### src/rtl/sd_sector_arbiter.sv
// Two-client sector arbiter in front of sd_controller: round-robin grant, one 512-byte sector per grant.
// Define SD_TIMEOUT_EN to compile in the watchdog that aborts a stalled transfer with err.
module sd_sector_arbiter #(
  parameter int NUM_BYTES      = 512,
  parameter int TIMEOUT_CYCLES = 2_500_000
) (
  input  logic        clk,
  input  logic        reset,
  input  logic        sd_ready,
  input  logic        sd_byte_available,
  input  logic        sd_ready_for_next_byte,
  input  logic [7:0]  sd_dout,
  output logic        sd_rd,
  output logic        sd_wr,
  output logic [31:0] sd_addr,
  output logic [7:0]  sd_din,
  input  logic        c0_req,
  input  logic        c1_req,
  input  logic        c0_we,
  input  logic        c1_we,
  input  logic [22:0] c0_sector,
  input  logic [22:0] c1_sector,
  input  logic [7:0]  c0_wdata,
  input  logic [7:0]  c1_wdata,
  output logic        c0_ack,
  output logic        c1_ack,
  output logic        c0_rvalid,
  output logic        c1_rvalid,
  output logic        c0_wnext,
  output logic        c1_wnext,
  output logic        c0_done,
  output logic        c1_done,
  output logic        c0_err,
  output logic        c1_err,
  output logic [7:0]  rdata,
  output logic        busy
);

  localparam int CW = $clog2(NUM_BYTES) + 1;
  localparam logic [CW-1:0] LAST_COUNT = CW'(NUM_BYTES);

  typedef enum logic [2:0] {
    S_IDLE       = 3'd0,
    S_ISSUE      = 3'd1,
    S_WAIT_BUSY  = 3'd2,
    S_XFER       = 3'd3,
    S_WAIT_READY = 3'd4,
    S_DONE       = 3'd5
  } state_t;

  state_t        state_r;
  logic [CW-1:0] cnt_r;
  logic          grant_r;
  logic          last_grant_r;
  logic          we_r;
  logic [1:0]    ack_r;
  logic [1:0]    rvalid_r;
  logic [1:0]    wnext_r;
  logic [1:0]    done_r;

  logic          pick_s;
  logic          pick_we_s;
  logic [22:0]   pick_sector_s;
  logic          strobe_s;

`ifdef SD_TIMEOUT_EN
  localparam int WDW = $clog2(TIMEOUT_CYCLES + 1);
  localparam logic [WDW-1:0] WD_LIMIT = WDW'(TIMEOUT_CYCLES - 1);
  logic [WDW-1:0] wd_r;
  logic [1:0]     err_r;
`endif

  // Round-robin pick (the loser of the last transfer wins a tie) and the active byte strobe
  always_comb begin
    pick_s        = 1'b0;
    pick_we_s     = c0_we;
    pick_sector_s = c0_sector;
    strobe_s      = 1'b0;
    if (c0_req && c1_req) begin
      pick_s = ~last_grant_r;
    end else if (c1_req) begin
      pick_s = 1'b1;
    end else begin
      pick_s = 1'b0;
    end
    if (pick_s) begin
      pick_we_s     = c1_we;
      pick_sector_s = c1_sector;
    end else begin
      pick_we_s     = c0_we;
      pick_sector_s = c0_sector;
    end
    if (we_r) begin
      strobe_s = sd_ready_for_next_byte;
    end else begin
      strobe_s = sd_byte_available;
    end
  end

  // Transfer sequencer with registered command and per-client pulse outputs
  always_ff @(posedge clk or posedge reset) begin
    if (reset) begin
      state_r      <= S_IDLE;
      cnt_r        <= '0;
      grant_r      <= 1'b0;
      last_grant_r <= 1'b1;
      we_r         <= 1'b0;
      sd_rd        <= 1'b0;
      sd_wr        <= 1'b0;
      sd_addr      <= 32'd0;
      rdata        <= 8'd0;
      ack_r        <= 2'b00;
      rvalid_r     <= 2'b00;
      wnext_r      <= 2'b00;
      done_r       <= 2'b00;
`ifdef SD_TIMEOUT_EN
      wd_r         <= '0;
      err_r        <= 2'b00;
`endif
    end else begin
      ack_r    <= 2'b00;
      rvalid_r <= 2'b00;
      wnext_r  <= 2'b00;
      done_r   <= 2'b00;
`ifdef SD_TIMEOUT_EN
      err_r    <= 2'b00;
`endif
      case (state_r)
        S_IDLE: begin
          if (sd_ready && (c0_req || c1_req)) begin
            grant_r        <= pick_s;
            we_r           <= pick_we_s;
            sd_addr        <= {pick_sector_s, 9'd0};
            sd_rd          <= ~pick_we_s;
            sd_wr          <= pick_we_s;
            cnt_r          <= '0;
            ack_r[pick_s]  <= 1'b1;
            state_r        <= S_ISSUE;
          end
        end
        // The controller only drops ready a cycle after it samples the enable
        S_ISSUE: state_r <= S_WAIT_BUSY;
        S_WAIT_BUSY: begin
          if (!sd_ready) begin
            sd_rd   <= 1'b0;
            sd_wr   <= 1'b0;
            state_r <= S_XFER;
          end
        end
        S_XFER: begin
          if (cnt_r == LAST_COUNT) begin
            state_r <= S_WAIT_READY;
          end else if (strobe_s) begin
            cnt_r <= cnt_r + 1'b1;
            if (we_r) begin
              wnext_r[grant_r] <= 1'b1;
            end else begin
              rvalid_r[grant_r] <= 1'b1;
              rdata             <= sd_dout;
            end
          end
        end
        S_WAIT_READY: begin
          if (sd_ready) begin
            done_r[grant_r] <= 1'b1;
            state_r         <= S_DONE;
          end
        end
        S_DONE: begin
          last_grant_r <= grant_r;
          state_r      <= S_IDLE;
        end
        default: state_r <= S_IDLE;
      endcase
`ifdef SD_TIMEOUT_EN
      // Watchdog overrides the sequencer when the card stalls
      if (state_r == S_WAIT_BUSY || state_r == S_XFER || state_r == S_WAIT_READY) begin
        if (wd_r == WD_LIMIT) begin
          sd_rd           <= 1'b0;
          sd_wr           <= 1'b0;
          done_r[grant_r] <= 1'b1;
          err_r[grant_r]  <= 1'b1;
          last_grant_r    <= grant_r;
          wd_r            <= '0;
          state_r         <= S_IDLE;
        end else if (strobe_s) begin
          wd_r <= '0;
        end else begin
          wd_r <= wd_r + 1'b1;
        end
      end else begin
        wd_r <= '0;
      end
`endif
    end
  end

  assign sd_din    = grant_r ? c1_wdata : c0_wdata;
  assign busy      = (state_r != S_IDLE);
  assign c0_ack    = ack_r[0];
  assign c1_ack    = ack_r[1];
  assign c0_rvalid = rvalid_r[0];
  assign c1_rvalid = rvalid_r[1];
  assign c0_wnext  = wnext_r[0];
  assign c1_wnext  = wnext_r[1];
  assign c0_done   = done_r[0];
  assign c1_done   = done_r[1];
`ifdef SD_TIMEOUT_EN
  assign c0_err    = err_r[0];
  assign c1_err    = err_r[1];
`else
  assign c0_err    = 1'b0;
  assign c1_err    = 1'b0;
`endif

endmodule

### config.mk
export PLATFORM = sky130hd
export DESIGN_NAME = sd_sector_arbiter
export DESIGN_NICKNAME = d
export VERILOG_FILES = /design/src/rtl/sd_sector_arbiter.sv
export SDC_FILE = /design/constraint.sdc
export NUM_CORES = 1
export LEC_CHECK = 0
export BUFFER_PORTS_ARGS = -buffer_cell sky130_fd_sc_hd__buf_4
export CAP_MARGIN = 20
export CORE_ASPECT_RATIO = 0.6
export CORE_MARGIN = 4
export CORE_UTILIZATION = 30
export CTS_CLUSTER_SIZE = 30
export DETAILED_ROUTE_END_ITERATION = 12
export PLACE_DENSITY_LB_ADDON = 0.25
export SYNTH_ARGS = -nofsm -noshare
export SYNTH_HDL_FRONTEND = slang
export SYNTH_SLANG_ARGS = --single-unit
export TNS_END_PERCENT = 10
### constraint.sdc
create_clock -name clk -period 2.2 [get_ports clk]
set_clock_uncertainty 0.1 [all_clocks]
set_input_delay 0.22 -clock clk [delete_from_list [all_inputs] [get_ports clk]]
set_output_delay 0.22 -clock clk [all_outputs]
set_load 0.05 [all_outputs]
# ---- Word level (Yosys, flattened, before mapping)
# Cells that the tools add are included.
dict set report word_totals {
  reg_bits 57
  inputBits 79
}
dict set report classes {
  n_addsub 1
  bitwise_logic 4
  eq_ne 12
  magnitude_cmp 4
  n_mux 36
  reduce_logical 14
}
# cell count
set ops {}
lappend ops {{$mux W10} 3}
lappend ops {{$mux W2} 12}
lappend ops {{$mux W23} 1}
lappend ops {{$pmux W10 S2} 1}
lappend ops {{$pmux W3 S5} 1}
lappend ops {{$mux W3} 4}
lappend ops {{$ne A2 B2 Y1 const B} 6}
lappend ops {{$reduce_and A4 Y1} 3}
lappend ops {{$add A10 B1 Y10 const B} 1}
lappend ops {{$eq A10 B10 Y1 const B} 1}
lappend ops {{$mux W1} 9}
lappend ops {{$mux W8} 1}
lappend ops {{$eq A3 B2 Y1 const B} 2}
lappend ops {{$eq A3 B3 Y1 const B} 2}
lappend ops {{$logic_and A1 B1 Y1} 4}
lappend ops {{$lt A1 B2 Y1 const B} 2}
lappend ops {{$not A1 Y1} 4}
lappend ops {{$pmux W1 S2} 2}
lappend ops {{$reduce_bool A2 Y1} 2}
lappend ops {{$eq A3 B1 Y1 const B} 1}
lappend ops {{$logic_not A3 Y1} 1}
lappend ops {{$reduce_and A3 Y1} 1}
lappend ops {{$reduce_bool A3 Y1} 1}
lappend ops {{$demux W1 S1} 2}
lappend ops {{3 further kinds} 4}

# ---- Logic depth before layout (Yosys ltp)
# Gate-level depths: netlist (run 1).
dict set report depth {
  depth_word 8
  mapped_depth 8
}

# ---- Worst setup path before layout (run 1)
# OpenSTA, ideal clock, no wires.
dict set report synth_path {
  path_type {reg2reg}
  start {reg state_r[2]}
  end {reg sd_addr[10]}
  slack_ps 287
  n_path_buf 4
  stages_incl_launch_ff 9
  arrival_time_ps 1694
  setup_ps 119
  path_cell_list {dfrtp_1 buf_6 or3_4 or2_1 buf_6 buf_6 buf_8 nand2_2 o21ai_2}
}
dict set report synth_via {
  elab_chain_len 2
}
# element line
set synth_lines {}
lappend synth_lines {{from (decl)} 51} ;# state_t state_r;
lappend synth_lines {{from (signal assigned)} 103} ;# state_r <= S_IDLE;
lappend synth_lines {{from (signal assigned)} 138} ;# state_r <= S_ISSUE;
lappend synth_lines {{from (signal assigned)} 142} ;# S_ISSUE: state_r <= S_WAIT_BUSY;
lappend synth_lines {{$logic_not A3 Y1} 128} ;# case (state_r)
lappend synth_lines {{$reduce_and A2 Y1 (no line)} n/a}
lappend synth_lines {{to (signal assigned)} 133} ;# sd_addr <= {pick_sector_s, 9'd0};
lappend synth_lines {{to (decl)} 15} ;# output logic [31:0] sd_addr,
# Every way passes these cells.
# A chain may end at the register's enable or synchronous reset.

# ---- Final worst setup path (run 1)
dict set report layout_path {
  start {reg cnt_r[0]}
  end {reg rdata[3]}
}
dict set report layout_via {
  elab_chain_len 3
}
# element line
set layout_lines {}
lappend layout_lines {{from (decl)} 52} ;# logic [CW-1:0] cnt_r;
lappend layout_lines {{from (signal assigned)} 154} ;# cnt_r <= cnt_r + 1'b1;
lappend layout_lines {{$eq A10 B10 Y1} 151} ;# if (cnt_r == LAST_COUNT) begin
lappend layout_lines {{$not A1 Y1 (no line)} n/a}
lappend layout_lines {{$reduce_and A4 Y1 (no line)} n/a}
lappend layout_lines {{to (signal assigned)} 159} ;# rdata <= sd_dout;
lappend layout_lines {{to (decl)} 35} ;# output logic [7:0] rdata,
# Every way passes these cells.

==> results of run 1 <==
per-stage QoR:
stage | instance area [um^2] | hold WS (ps)
4_1_cts | 4390 | 16.9
5_1_grt | 4390 | 17.2
3_3_place_gp | 4050 | 208
6_report | 4390 | 34.6
2_1_floorplan | 3030 | 258
3_5_place_dp | 4050 | 205
cell type report:
type	count	area [um^2]	area share, %
Clock buffer	11	253	5.76
Tap cell	130	163	3.71
Timing Repair Buffer	135	1050	24.0
Inverter	5	18.8	0.428
Multi-Input combinational cell	185	1390	31.8
Clock inverter	5	77.6	1.77
Sequential cell	57	1430	32.5
metal layers:
metal	up-vias	wire, um	part of all wire (%)
li1	1176	-	-
met1	1106	3480	46
met2	94	3480	46
met3	2	636	8.3
met4	0	42	0.55
met5	-	0	0
state kept, by name, summed over array words and instances, names as in the netlist:
register	count
ack_r	2
cnt_r	10
done_r	2
grant_r	1
last_grant_r	1
rdata	8
rvalid_r	2
sd_addr	23
sd_rd	1
sd_wr	1
state_r	3
we_r	1
wnext_r	2
where the power goes:
group	leakage, nW	total, mW	switching, mW	internal (mW)
sequential	0.736	1.73	0.309	1.42
combinational	1.26	3.10	2.02	1.08
clock	0.162	1.51	0.463	1.05
total	2.16	6.35	2.79	3.55
cell usage in the layout (no fill, tap or decap), types with 3 or more instances in the layout:
master,instances
sky130_fd_sc_hd__o21ai_2,10
sky130_fd_sc_hd__nor3_1,4
sky130_fd_sc_hd__mux2i_1,28
sky130_fd_sc_hd__mux2_2,9
sky130_fd_sc_hd__nor2_1,8
sky130_fd_sc_hd__clkbuf_16,9
sky130_fd_sc_hd__o21ai_0,22
sky130_fd_sc_hd__nand2_1,21
sky130_fd_sc_hd__nand2_2,10
sky130_fd_sc_hd__a31oi_1,5
sky130_fd_sc_hd__mux2_4,8
sky130_fd_sc_hd__a21oi_1,8
sky130_fd_sc_hd__buf_12,3
sky130_fd_sc_hd__buf_4,131
sky130_fd_sc_hd__inv_1,4
sky130_fd_sc_hd__conb_1,11
sky130_fd_sc_hd__dfrtp_1,56
sky130_fd_sc_hd__and2_1,3
repair_timing:
action | CTS | global route
endpoints found under the hold margin | 23 | 0
endpoints found under the setup margin | 0 | 0
hold buffers | 1 | 0
worst max path at each step:
stage                          start          end  cells after the start
final                       cnt_r[0]     rdata[3]                      7
after detailed placement    cnt_r[0]     rdata[3]                      7
after global placement      cnt_r[0]     rdata[4]                      7
after global routing      state_r[0]     rdata[1]                      5
after floorplan           state_r[2]  sd_addr[10]                      8
after CTS                   cnt_r[0]     rdata[3]                      7
cells by family after synthesis:
family | after synthesis | synth area share, %
flip-flops | 57 | 47.6
AO/OA/AOI/OAI | 58 | 13.3
buffers and inverters | 33 | 7.47
adder cells (fa/ha/maj) | 2 | 0.835
AND/OR/NAND/NOR | 69 | 13.9
multiplexers | 45 | 16.7
other | 1 | 0.125
==> results_tabular.tex, run 1 <==
\begin{tabular}{lr}
\hline
Metric & Value \\
\hline
\multicolumn{2}{l}{\textbf{Run status}} \\
\quad Outcome & finished, final reports clean \\
\multicolumn{2}{l}{\textbf{Floorplan}} \\
\quad Core area & 0.00946 mm\^{}2 \\
\quad Effective utilization at floorplan & a little under a third \\
\quad Number of standard-cell rows in the floorplan & 27 \\
\quad X dimension of the die & $\sim$140 um \\
\quad Ports placed on the boundary & 140 \\
\quad Die Footprint & $\sim$0.012 mm\^{}2 \\
\quad Die H & between 80 and 90 um \\
\multicolumn{2}{l}{\textbf{Worst setup path}} \\
\quad Cells traversed along the worst timing path & inv\_1, ha\_1, and2\_1, a31oi\_4, and3b\_1, buf\_4, mux2\_4 \\
\quad Critical Setup Path Class & flop to flop \\
\quad Crit-path max cell delay & approximately 370 ps \\
\quad Endpoint arrival time on the critical path & 2150 ps \\
\quad Critical path required time & around 2300 ps \\
\quad Worst R2R Setup Slack & around 150 ps \\
\quad Crit path buffers/inverters & 2 \\
\quad Element type at the critical path end & flop \\
\quad Crit-path max FO & 10 \\
\quad Slowest stage cell, crit path & sky130\_fd\_sc\_hd\_\_dfrtp\_1 \\
\quad Cell family contributing the most delay on the critical path & simple AND/OR/NAND/NOR gates \\
\quad Cells on worst reg2reg path & 7 \\
\quad Worst reg2reg startpoint & cnt\_r[0] \\
\quad RR Endpoint & rdata[3] \\
\quad Startpoint class of the critical path & flop \\
\multicolumn{2}{l}{\textbf{Global route}} \\
\quad GRT Overall Usage & a little over an eighth \\
\quad Global-route wire length before repair & $\sim$12000 um \\
\quad Busiest layer in global routing & met2 \\
\quad Vias in the first global route & roughly 2500 \\
\quad Met2 Usage GRT & 19.9\% \\
\quad Remaining Overflow, GRT & 0 \\
\quad Global-route track usage on met3 & under 10\% \\
\quad Met1 track demand over resource & roughly 17\% \\
\quad Pin count of the biggest net entering global routing & 49 \\
\quad Initial antenna violation count & 0 \\
\multicolumn{2}{l}{\textbf{Timing}} \\
\quad Post-route fraction of the period consumed by the critical path & $\sim$93\% \\
\quad PnR worst setup slack & between 150 and 200 ps \\
\quad Clock period minus worst slack & 2050 ps \\
\quad Slew headroom & roughly 58\% \\
\quad Final hold violation count & 0 \\
\quad Total negative slack for setup checks & 0 ps \\
\quad RSZ-0062 raised after global routing & no \\
\quad Final Slew Violations & 0 \\
\quad Measured slew at the worst slew-check pin & around 630 ps \\
\quad Highest attainable clock frequency & around 0.5 GHz \\
\quad Final setup vio count & 0 \\
\multicolumn{2}{l}{\textbf{Placement}} \\
\quad Placed Instances & 511 \\
\quad Post-detailed-placement half-perimeter wirelength & 5760 um \\
\quad Final weighted congestion of routability-driven global placement & $\sim$0.75 \\
\quad Placement Setup Slack & approximately 170 ps \\
\quad IO Port Bufs & approximately 130 \\
\multicolumn{2}{l}{\textbf{Clock tree}} \\
\quad TritonCTS sink count & 57 \\
\quad Cts bufs inserted & 9 \\
\quad CTS clock-pin slew for the worst setup and hold paths & around 50 ps \\
\quad TritonCTS clock tree & built \\
\quad Maximum buffer depth of the clock tree & 2 \\
\quad Number of buffers inserted by post-CTS setup repair & 0 \\
\quad Clock tree root driver cell & sky130\_fd\_sc\_hd\_\_clkbuf\_16 \\
\quad H-tree depth & 3 \\
\quad Insertion delay of the later-clocked pin in the worst-skew pair & between 300 and 400 ps \\
\quad Cells resized by post-CTS repair & 0 \\
\multicolumn{2}{l}{\textbf{Detailed routing}} \\
\quad Post-detailed-route via-to-cell ratio & $\sim$4.5 \\
\quad Violation count after the first detailed-routing iteration & 52 \\
\quad Final ANT Viol Nets & 0 \\
\quad WL final & 7640 um \\
\quad Total via count in the routed design & about 2400 \\
\quad \# DRC & 0 \\
\quad Mean routed wirelength per cell & between 10 and 15 um \\
\quad Number of search-and-repair iterations in the first detailed-routing pass & 4 \\
\multicolumn{2}{l}{\textbf{Finish}} \\
\quad Non-filler cells, final & about 530 \\
\quad Number of inserted filler cells in the final layout & between 900 and 1000 \\
\quad Inserted Diodes & 0 \\
\quad Layout-stage area growth over the synthesis result & 46.4\% \\
\quad Layout Nets & roughly 470 \\
\quad Core occupancy in the finished layout & about 46\% \\
\quad Share of final-layout standard cells stronger than drive strength 1 & about 50\% \\
\multicolumn{2}{l}{\textbf{Synthesis}} \\
\quad Main synth FF type & sky130\_fd\_sc\_hd\_\_dfrtp\_1 \\
\quad Synthesized area per cell & about 11 um\^{}2 \\
\quad Area of the mapped netlist & 0.00300 mm\^{}2 \\
\quad Leading cell types by count after synthesis & sky130\_fd\_sc\_hd\_\_dfrtp\_1, sky130\_fd\_sc\_hd\_\_mux2i\_1, sky130\_fd\_sc\_hd\_\_o21ai\_0 \\
\quad Post-synthesis cell type with the largest combined area & sky130\_fd\_sc\_hd\_\_dfrtp\_1 \\
\quad Number of flops mapped to enable cells by yosys & 0 \\
\quad Dominant cell by count in the synthesized netlist & sky130\_fd\_sc\_hd\_\_dfrtp\_1 \\
\quad Sequential-to-total area share from yosys stat & 47.6\% \\
\quad Async SR Flop Fraction & 100\% \\
\quad Top cell type's share of synthesized area & 46.8\% \\
\quad Warnings from Yosys & 0 \\
\quad Number of synthesized register bits & 57 \\
\quad Count of unique library cells instantiated by Yosys & between 50 and 60 \\
\quad Cell count after synthesis & 265 \\
\quad Biggest area contributors in the synthesized netlist & sky130\_fd\_sc\_hd\_\_dfrtp\_1, sky130\_fd\_sc\_hd\_\_mux2i\_1, sky130\_fd\_sc\_hd\_\_mux2\_4, sky130\_fd\_sc\_hd\_\_o21ai\_0, sky130\_fd\_sc\_hd\_\_mux2\_2 \\
\multicolumn{2}{l}{\textbf{Power and ir drop}} \\
\quad Power density of the placed cells & about 1400 mW/mm\^{}2 \\
\quad Total power & 6.35 mW \\
\quad Worst voltage drop across the vdd grid & about 0.61 mV \\
\quad Leakage power & $\sim$2.2 nW \\
\multicolumn{2}{l}{\textbf{Job}} \\
\quad Number of max-capacitance violations reported & 0 \\
\multicolumn{2}{l}{\textbf{Hold path}} \\
\quad Hold Crit Class & input port to flop \\
\quad End point of the worst hold path & rdata[7] \\
\quad Hold wc startpoint & sd\_dout[7] \\
\quad Number of cells on the worst hold path & 2 \\
\hline
\end{tabular}
Power figures use the tool's default switching activity.
==> run 2: changes to the inputs <==
--- a/config.mk
+++ b/config.mk
@@ -9,7 +9,8 @@
 export CAP_MARGIN = 20
 export CORE_ASPECT_RATIO = 0.6
 export CORE_MARGIN = 4
-export CORE_UTILIZATION = 30
+export CORE_UTILIZATION = 40
+export CTS_BUF_LIST = sky130_fd_sc_hd__clkbuf_16
 export CTS_CLUSTER_SIZE = 30
 export DETAILED_ROUTE_END_ITERATION = 12
 export PLACE_DENSITY_LB_ADDON = 0.25
==> results_tabular.tex, run 2 (synthesized netlist as in run 1, its figures left out) <==
\begin{tabular}{lr}
\hline
Metric & Value \\
\hline
\multicolumn{2}{l}{\textbf{Run status}} \\
\quad Outcome & finished, final reports clean \\
\multicolumn{2}{l}{\textbf{Detailed routing}} \\
\quad Total via count in the routed design & 2402 (+1.0\%) \\
\quad \# DRC & 0 (unchanged) \\
\quad Post-detailed-route via-to-cell ratio & 4.77 (+5.8\%) \\
\quad Violation count after the first detailed-routing iteration & 132 (+150\%) \\
\quad Final ANT Viol Nets & 0 (unchanged) \\
\quad Mean routed wirelength per cell & 14.6 um (+1.1\%) \\
\quad WL final & 7370 um (-3.5\%) \\
\quad Number of search-and-repair iterations in the first detailed-routing pass & 4 (unchanged) \\
\multicolumn{2}{l}{\textbf{Power and ir drop}} \\
\quad Worst voltage drop across the vdd grid & 0.611 mV (-0.69\%) \\
\quad Total power & 6.29 mW (-0.85\%) \\
\quad Power density of the placed cells & 1450 mW/mm\^{}2 (+0.15\%) \\
\quad Leakage power & 2.17 nW (+0.20\%) \\
\multicolumn{2}{l}{\textbf{Global route}} \\
\quad Busiest layer in global routing & met2 \\
\quad Met2 Usage GRT & 23.5\% (+3.6 points) \\
\quad Global-route wire length before repair & 11200 um (-7.5\%) \\
\quad Initial antenna violation count & 0 (unchanged) \\
\quad Pin count of the biggest net entering global routing & 50 (+2.0\%) \\
\quad Met1 track demand over resource & 22.5\% (+5.1 points) \\
\quad Global-route track usage on met3 & 5.93\% (+1.8 points) \\
\quad GRT Overall Usage & 16.0\% (+2.8 points) \\
\quad Remaining Overflow, GRT & 0 (unchanged) \\
\quad Vias in the first global route & 2281 (-7.7\%) \\
\multicolumn{2}{l}{\textbf{Finish}} \\
\quad Core occupancy in the finished layout & 59.8\% (+13 points) \\
\quad Layout-stage area growth over the synthesis result & 44.9\% \\
\quad Non-filler cells, final & 504 (-4.5\%) \\
\quad Highest-count cells in the layout ignoring fill and taps & sky130\_fd\_sc\_hd\_\_buf\_4, sky130\_fd\_sc\_hd\_\_dfrtp\_1, sky130\_fd\_sc\_hd\_\_mux2i\_1 \\
\quad Leading cell type in the layout, fill and taps excluded & sky130\_fd\_sc\_hd\_\_buf\_4 \\
\quad Layout Nets & 477 (+0.63\%) \\
\quad Area of combinational cells with multiple inputs & 0.00139 mm\^{}2 (unchanged) \\
\quad Inserted Diodes & 0 (unchanged) \\
\quad Area occupied by registers & 0.00143 mm\^{}2 (unchanged) \\
\quad Share of final-layout standard cells stronger than drive strength 1 & 51.2\% (+0.24 points) \\
\quad Largest regs & sd\_addr: 23 flops, cnt\_r: 10 flops, rdata: 8 flops \\
\quad Max FFs per register & 23 (unchanged) \\
\quad Number of inserted filler cells in the final layout & 642 (-29\%) \\
\quad Top reg by flops & sd\_addr \\
\multicolumn{2}{l}{\textbf{Worst setup path}} \\
\quad Worst reg2reg startpoint & cnt\_r[0] \\
\quad Cells on worst reg2reg path & 7 (unchanged) \\
\quad Crit-path max cell delay & 360 ps (about the same) \\
\quad Element type at the critical path end & flop \\
\quad Crit-path max FO & 10 (unchanged) \\
\quad Critical path required time & 2300 ps (about the same) \\
\quad Endpoint arrival time on the critical path & 2130 ps (-20 ps) \\
\quad Cell family contributing the most delay on the critical path & simple AND/OR/NAND/NOR gates \\
\quad Critical Setup Path Class & flop to flop \\
\quad Cells traversed along the worst timing path & inv\_1, ha\_1, and2\_1, a31oi\_4, and3b\_1, buf\_4, mux2\_4 \\
\quad Worst R2R Setup Slack & 170 ps (+20 ps) \\
\quad Crit path buffers/inverters & 2 (unchanged) \\
\quad RR Endpoint & rdata[2] \\
\quad Startpoint class of the critical path & flop \\
\quad Slowest stage cell, crit path & sky130\_fd\_sc\_hd\_\_dfrtp\_1 \\
\multicolumn{2}{l}{\textbf{Timing}} \\
\quad Final setup vio count & 0 (unchanged) \\
\quad Measured slew at the worst slew-check pin & 544 ps (-87.5 ps) \\
\quad Clock period minus worst slack & 2030 ps (-16.0 ps) \\
\quad Final hold violation count & 0 (unchanged) \\
\quad Final Slew Violations & 0 (unchanged) \\
\quad RSZ-0062 raised after global routing & no \\
\quad Slew headroom & 62.7\% (+4.8 points) \\
\quad Post-route fraction of the period consumed by the critical path & 92.2\% (-0.73 points) \\
\quad Total negative slack for setup checks & 0 ps (unchanged) \\
\quad Smallest hold slack & 29.1 ps (-5.46 ps) \\
\quad Highest attainable clock frequency & 0.493 GHz (+0.79\%) \\
\multicolumn{2}{l}{\textbf{Hold path}} \\
\quad Hold wc startpoint & sd\_dout[3] \\
\quad End point of the worst hold path & rdata[3] \\
\quad Number of cells on the worst hold path & 2 (unchanged) \\
\quad Hold Crit Class & input port to flop \\
\multicolumn{2}{l}{\textbf{Clock tree}} \\
\quad TritonCTS sink count & 57 (unchanged) \\
\quad Number of buffers inserted by post-CTS setup repair & 0 (unchanged) \\
\quad Maximum buffer depth of the clock tree & 2 (unchanged) \\
\quad Cts bufs inserted & 9 (unchanged) \\
\quad Clock tree root driver cell & sky130\_fd\_sc\_hd\_\_clkbuf\_16 \\
\quad H-tree depth & 3 (unchanged) \\
\quad TritonCTS clock tree & built \\
\quad CTS clock-pin slew for the worst setup and hold paths & 50 ps (about the same) \\
\quad Cells resized by post-CTS repair & 0 (unchanged) \\
\quad Quantity of hold-fixing buffers added after cts & 1 (unchanged) \\
\quad Insertion delay of the later-clocked pin in the worst-skew pair & 320 ps (about the same) \\
\multicolumn{2}{l}{\textbf{Floorplan}} \\
\quad Number of standard-cell rows in the floorplan & 24 (-11\%) \\
\quad Die H & 75.0 um (-12\%) \\
\quad Core area & 0.00727 mm\^{}2 (-23\%) \\
\quad Effective utilization at floorplan & 41.2\% (+9.6 points) \\
\quad Ports placed on the boundary & 140 (unchanged) \\
\quad X dimension of the die & 120 um (-13\%) \\
\quad Die Footprint & 0.00899 mm\^{}2 (-23\%) \\
\multicolumn{2}{l}{\textbf{Placement}} \\
\quad Final weighted congestion of routability-driven global placement & 0.895 (+19\%) \\
\quad Placed Instances & 488 (-4.5\%) \\
\quad Post-detailed-placement half-perimeter wirelength & 5640 um (-2.1\%) \\
\quad IO Port Bufs & 128 (unchanged) \\
\multicolumn{2}{l}{\textbf{Job}} \\
\quad Number of max-capacitance violations reported & 0 (unchanged) \\
\hline
\end{tabular}
==> run 2: per-layer routing <==
metal	vias to the layer above	routed length, um
li1	1186	-
met1	1102	3370
met2	109	3270
met3	5	660
met4	0	68
met5	-	0
==> run 2: area by class of cell <==
type / instances / share of cell area (%)
Inverter: 5 / 0.432
Multi-Input combinational cell: 185 / 32.1
Clock buffer: 9 / 5.19
Sequential cell: 57 / 32.9
Tap cell: 104 / 3.00
Timing Repair Buffer: 138 / 24.5
Clock inverter: 6 / 1.93
==> run 2: how the worst max path moves through the flow <==
stage	to	slack, ps	depth (start not counted)	start
floorplan	sd_addr[10]	290	8	state_r[2]
global placement	rdata[2]	250	7	cnt_r[0]
detailed placement	rdata[6]	170	7	cnt_r[0]
CTS	rdata[6]	170	7	cnt_r[0]
global route	rdata[6]	70	7	cnt_r[0]
finish	rdata[2]	170	7	cnt_r[0]
==> run 2: through the flow <==
stage          setup WS [ps]  instance area (um^2)
6_report                 171                  4340
5_1_grt                 73.4                  4340
4_1_cts                  167                  4340
3_5_place_dp             166                  4020
3_3_place_gp             251                  4020
2_1_floorplan            287                  3030
==> run 2: power breakdown <==
part	internal (mW)	total, mW	leakage (nW)	switching, mW
logic	1.09	3.14	1.28	2.04
clock network	0.978	1.44	0.155	0.460
registers	1.42	1.72	0.736	0.294
==> run 3: changes to the inputs <==
==> constraint.sdc (replaced) <==
create_clock -name clk -period 2.35 [get_ports clk]
set_clock_uncertainty 0.1 [all_clocks]
set_input_delay 0.235 -clock clk [delete_from_list [all_inputs] [get_ports clk]]
set_output_delay 0.235 -clock clk [all_outputs]
set_load 0.05 [all_outputs]
==> results_tabular.tex, run 3 (synthesized netlist as in run 1, its figures left out) <==
\begin{tabular}{lr}
\hline
Metric & Value \\
\hline
\multicolumn{2}{l}{\textbf{Run status}} \\
\quad Outcome & finished, final reports clean \\
\multicolumn{2}{l}{\textbf{Detailed routing}} \\
\quad Violation count after the first detailed-routing iteration & 116 (-12\%) \\
\quad Number of search-and-repair iterations in the first detailed-routing pass & 4 (unchanged) \\
\quad \# DRC & 0 (unchanged) \\
\quad Mean routed wirelength per cell & 14.6 um (-0.42\%) \\
\quad WL final & 7310 um (-0.81\%) \\
\quad Total via count in the routed design & 2399 (-0.12\%) \\
\quad Final ANT Viol Nets & 0 (unchanged) \\
\quad Post-detailed-route via-to-cell ratio & 4.78 (+0.27\%) \\
\multicolumn{2}{l}{\textbf{Finish}} \\
\quad Leading cell type in the layout, fill and taps excluded & sky130\_fd\_sc\_hd\_\_buf\_4 \\
\quad Largest regs & sd\_addr: 23 flops, cnt\_r: 10 flops, rdata: 8 flops \\
\quad Top reg by flops & sd\_addr \\
\quad Highest-count cells in the layout ignoring fill and taps & sky130\_fd\_sc\_hd\_\_buf\_4, sky130\_fd\_sc\_hd\_\_dfrtp\_1, sky130\_fd\_sc\_hd\_\_mux2i\_1 \\
\quad Core occupancy in the finished layout & 59.0\% (-0.76 points) \\
\quad Number of inserted filler cells in the final layout & 631 (-1.7\%) \\
\quad Share of final-layout standard cells stronger than drive strength 1 & 50.5\% (-0.75 points) \\
\quad Layout Nets & 474 (-0.63\%) \\
\quad Layout-stage area growth over the synthesis result & 43.1\% \\
\quad Inserted Diodes & 0 (unchanged) \\
\quad Max FFs per register & 23 (unchanged) \\
\multicolumn{2}{l}{\textbf{Worst setup path}} \\
\quad Worst reg2reg startpoint & cnt\_r[0] \\
\quad Endpoint arrival time on the critical path & 2170 ps (+40 ps) \\
\quad Cells traversed along the worst timing path & inv\_1, ha\_1, and2\_1, a31oi\_4, and3b\_1, buf\_4, mux2\_4 \\
\quad Critical path required time & 2450 ps (+150 ps) \\
\quad Slowest stage cell, crit path & sky130\_fd\_sc\_hd\_\_dfrtp\_1 \\
\quad Element type at the critical path end & flop \\
\quad Startpoint class of the critical path & flop \\
\quad Crit-path max cell delay & 370 ps (about the same) \\
\quad Critical Setup Path Class & flop to flop \\
\quad Crit-path max FO & 10 (unchanged) \\
\quad Launching instance or port of the critical path & cnt\_r[0] \\
\multicolumn{2}{l}{\textbf{Power and ir drop}} \\
\quad Worst voltage drop across the vdd grid & 0.603 mV (-1.2\%) \\
\quad Net switching component of the power & 2.63 mW (-6.1\%) \\
\quad Part of the power in the clock network & 21.6\% (-1.2 points) \\
\quad Sequential Power Share & 28.7\% (+1.4 points) \\
\quad Switching power as a share of total power & 45.6\% (+1.2 points) \\
\quad Power density of the placed cells & 1340 mW/mm\^{}2 (-7.4\%) \\
\quad Leakage power & 2.13 nW (-1.5\%) \\
\quad Internal power component & 3.13 mW (-11\%) \\
\quad Combinational share of power & 49.7\% (about the same) \\
\multicolumn{2}{l}{\textbf{Timing}} \\
\quad Final hold violation count & 0 (unchanged) \\
\quad Slew headroom & 61.0\% (-1.8 points) \\
\quad Final Slew Violations & 0 (unchanged) \\
\quad Measured slew at the worst slew-check pin & 569 ps (+25.9 ps) \\
\quad Total negative slack for setup checks & 0 ps (unchanged) \\
\quad Post-route fraction of the period consumed by the critical path & 87.8\% (-4.4 points) \\
\quad RSZ-0062 raised after global routing & no \\
\quad Clock period minus worst slack & 2060 ps (+33.8 ps) \\
\quad Highest attainable clock frequency & 0.485 GHz (-1.6\%) \\
\quad Final setup vio count & 0 (unchanged) \\
\quad PnR worst setup slack & 287 ps (+116 ps) \\
\multicolumn{2}{l}{\textbf{Floorplan}} \\
\quad Number of standard-cell rows in the floorplan & 24 (unchanged) \\
\quad Die H & 75.0 um (unchanged) \\
\quad Effective utilization at floorplan & 41.2\% (unchanged) \\
\quad X dimension of the die & 120 um (unchanged) \\
\quad Core area & 0.00727 mm\^{}2 (unchanged) \\
\quad Ports placed on the boundary & 140 (unchanged) \\
\quad Die Footprint & 0.00899 mm\^{}2 (unchanged) \\
\multicolumn{2}{l}{\textbf{Clock tree}} \\
\quad H-tree depth & 3 (unchanged) \\
\quad TritonCTS sink count & 57 (unchanged) \\
\quad Cts bufs inserted & 9 (unchanged) \\
\quad Clock tree root driver cell & sky130\_fd\_sc\_hd\_\_clkbuf\_16 \\
\quad Cells resized by post-CTS repair & 0 (unchanged) \\
\quad Insertion delay of the later-clocked pin in the worst-skew pair & 320 ps (about the same) \\
\quad TritonCTS clock tree & built \\
\quad CTS clock-pin slew for the worst setup and hold paths & 50 ps (about the same) \\
\quad Maximum buffer depth of the clock tree & 2 (unchanged) \\
\multicolumn{2}{l}{\textbf{Hold path}} \\
\quad Hold Crit Class & input port to flop \\
\quad Hold wc startpoint & sd\_dout[1] \\
\multicolumn{2}{l}{\textbf{Global route}} \\
\quad Busiest layer in global routing & met2 \\
\quad Global-route track usage on met3 & 5.11\% (-0.83 points) \\
\quad Vias in the first global route & 2235 (-2.0\%) \\
\quad Pin count of the biggest net entering global routing & 50 (unchanged) \\
\quad Met2 Usage GRT & 24.4\% (+0.94 points) \\
\quad GRT Overall Usage & 16.1\% (+0.078 points) \\
\quad Global-route wire length before repair & 11300 um (+0.36\%) \\
\quad Initial antenna violation count & 0 (unchanged) \\
\quad Met1 track demand over resource & 22.1\% (-0.40 points) \\
\quad Remaining Overflow, GRT & 0 (unchanged) \\
\multicolumn{2}{l}{\textbf{Placement}} \\
\quad IO Port Bufs & 128 (unchanged) \\
\quad Post-detailed-placement half-perimeter wirelength & 5500 um (-2.5\%) \\
\quad Placement Setup Slack & 308 ps (+142 ps) \\
\quad Final weighted congestion of routability-driven global placement & 0.845 (-5.6\%) \\
\multicolumn{2}{l}{\textbf{Job}} \\
\quad Number of max-capacitance violations reported & 0 (unchanged) \\
\hline
\end{tabular}
-- run 3: changes by cell type in the layout (fill, tap and decap cells not counted) --
cell and delta:
sky130_fd_sc_hd__buf_12 -1, sky130_fd_sc_hd__buf_4 -2, sky130_fd_sc_hd__bufinv_16 -1, sky130_fd_sc_hd__clkinv_1 +1, sky130_fd_sc_hd__clkinv_2 -1, sky130_fd_sc_hd__clkinvlp_4 +1
sky130_fd_sc_hd__inv_1 +1
-- run 3: power by group through the flow --
stage          sequential, mW  clock (mW)  combinational, mW
3_3_place_gp             1.64           0               2.84
3_5_place_dp             1.66           0               2.87
6_report                 1.65        1.24               2.86
5_1_grt                  1.70        1.31               3.01
4_1_cts                  1.65        1.27               2.88
2_1_floorplan            2.53           0               1.20
-- run 3: path summary, 6_finish.rpt --
check                                   end  slack [ps]  cells past startpoint
max in group asynchronous          cnt_r[2]        1070                      4
worst min-delay path               rdata[1]          40                      2
worst min register to register  sd_addr[23]         370                      2
worst max-delay path               rdata[6]         290                      7
worst max register to register     rdata[6]         290                      7
min in group asynchronous       sd_addr[24]         400                      3
-- run 3: final cells by class --
class	count	area, um^2	area share [%]
multi-input combinational	185	1390	32.5
timing repair buffer	135	1030	24.0
sequential	57	1430	33.3
tap	104	130	3.03
clock inverter	7	63.8	1.49
inverter	5	18.8	0.438
clock buffer	9	225	5.25
-- run 3: worst max-delay path, delay by kind of cell (launching register included) --
kind / cells / cell delay, ps
multiplexers: 1 / 320
AND/OR/NAND/NOR: 2 / 380
adder cells (fa/ha/maj): 1 / 180
flip-flops: 1 / 370
buffers and inverters: 2 / 290
AO/OA/AOI/OAI: 1 / 300
-- run 3: repair_timing --
action	4_1_cts	5_1_grt
endpoints found under the setup margin	0	0
hold buffers	1	0
buffers inserted	0	0
hold endpoints to repair	21	0
-- run 3: per-layer routing --
metal  part of all wire [%]  wire (um)  up-vias
met1                     45       3290     1115
met3                    7.7        563        8
met4                    1.1         81        0
met2                     46       3380       99
met5                      0          0        -
li1                       -          -     1177
-- run 3: stage by stage --
stage	hold slack [ps]	instances	area (um^2)	power, mW
detailed placement	191	485	3990	4.54
global route	38.9	502	4290	6.02
floorplan	273	275	3030	3.72
CTS	32.5	502	4290	5.80
global placement	187	485	3990	4.48
finish	44.5	502	4290	5.75
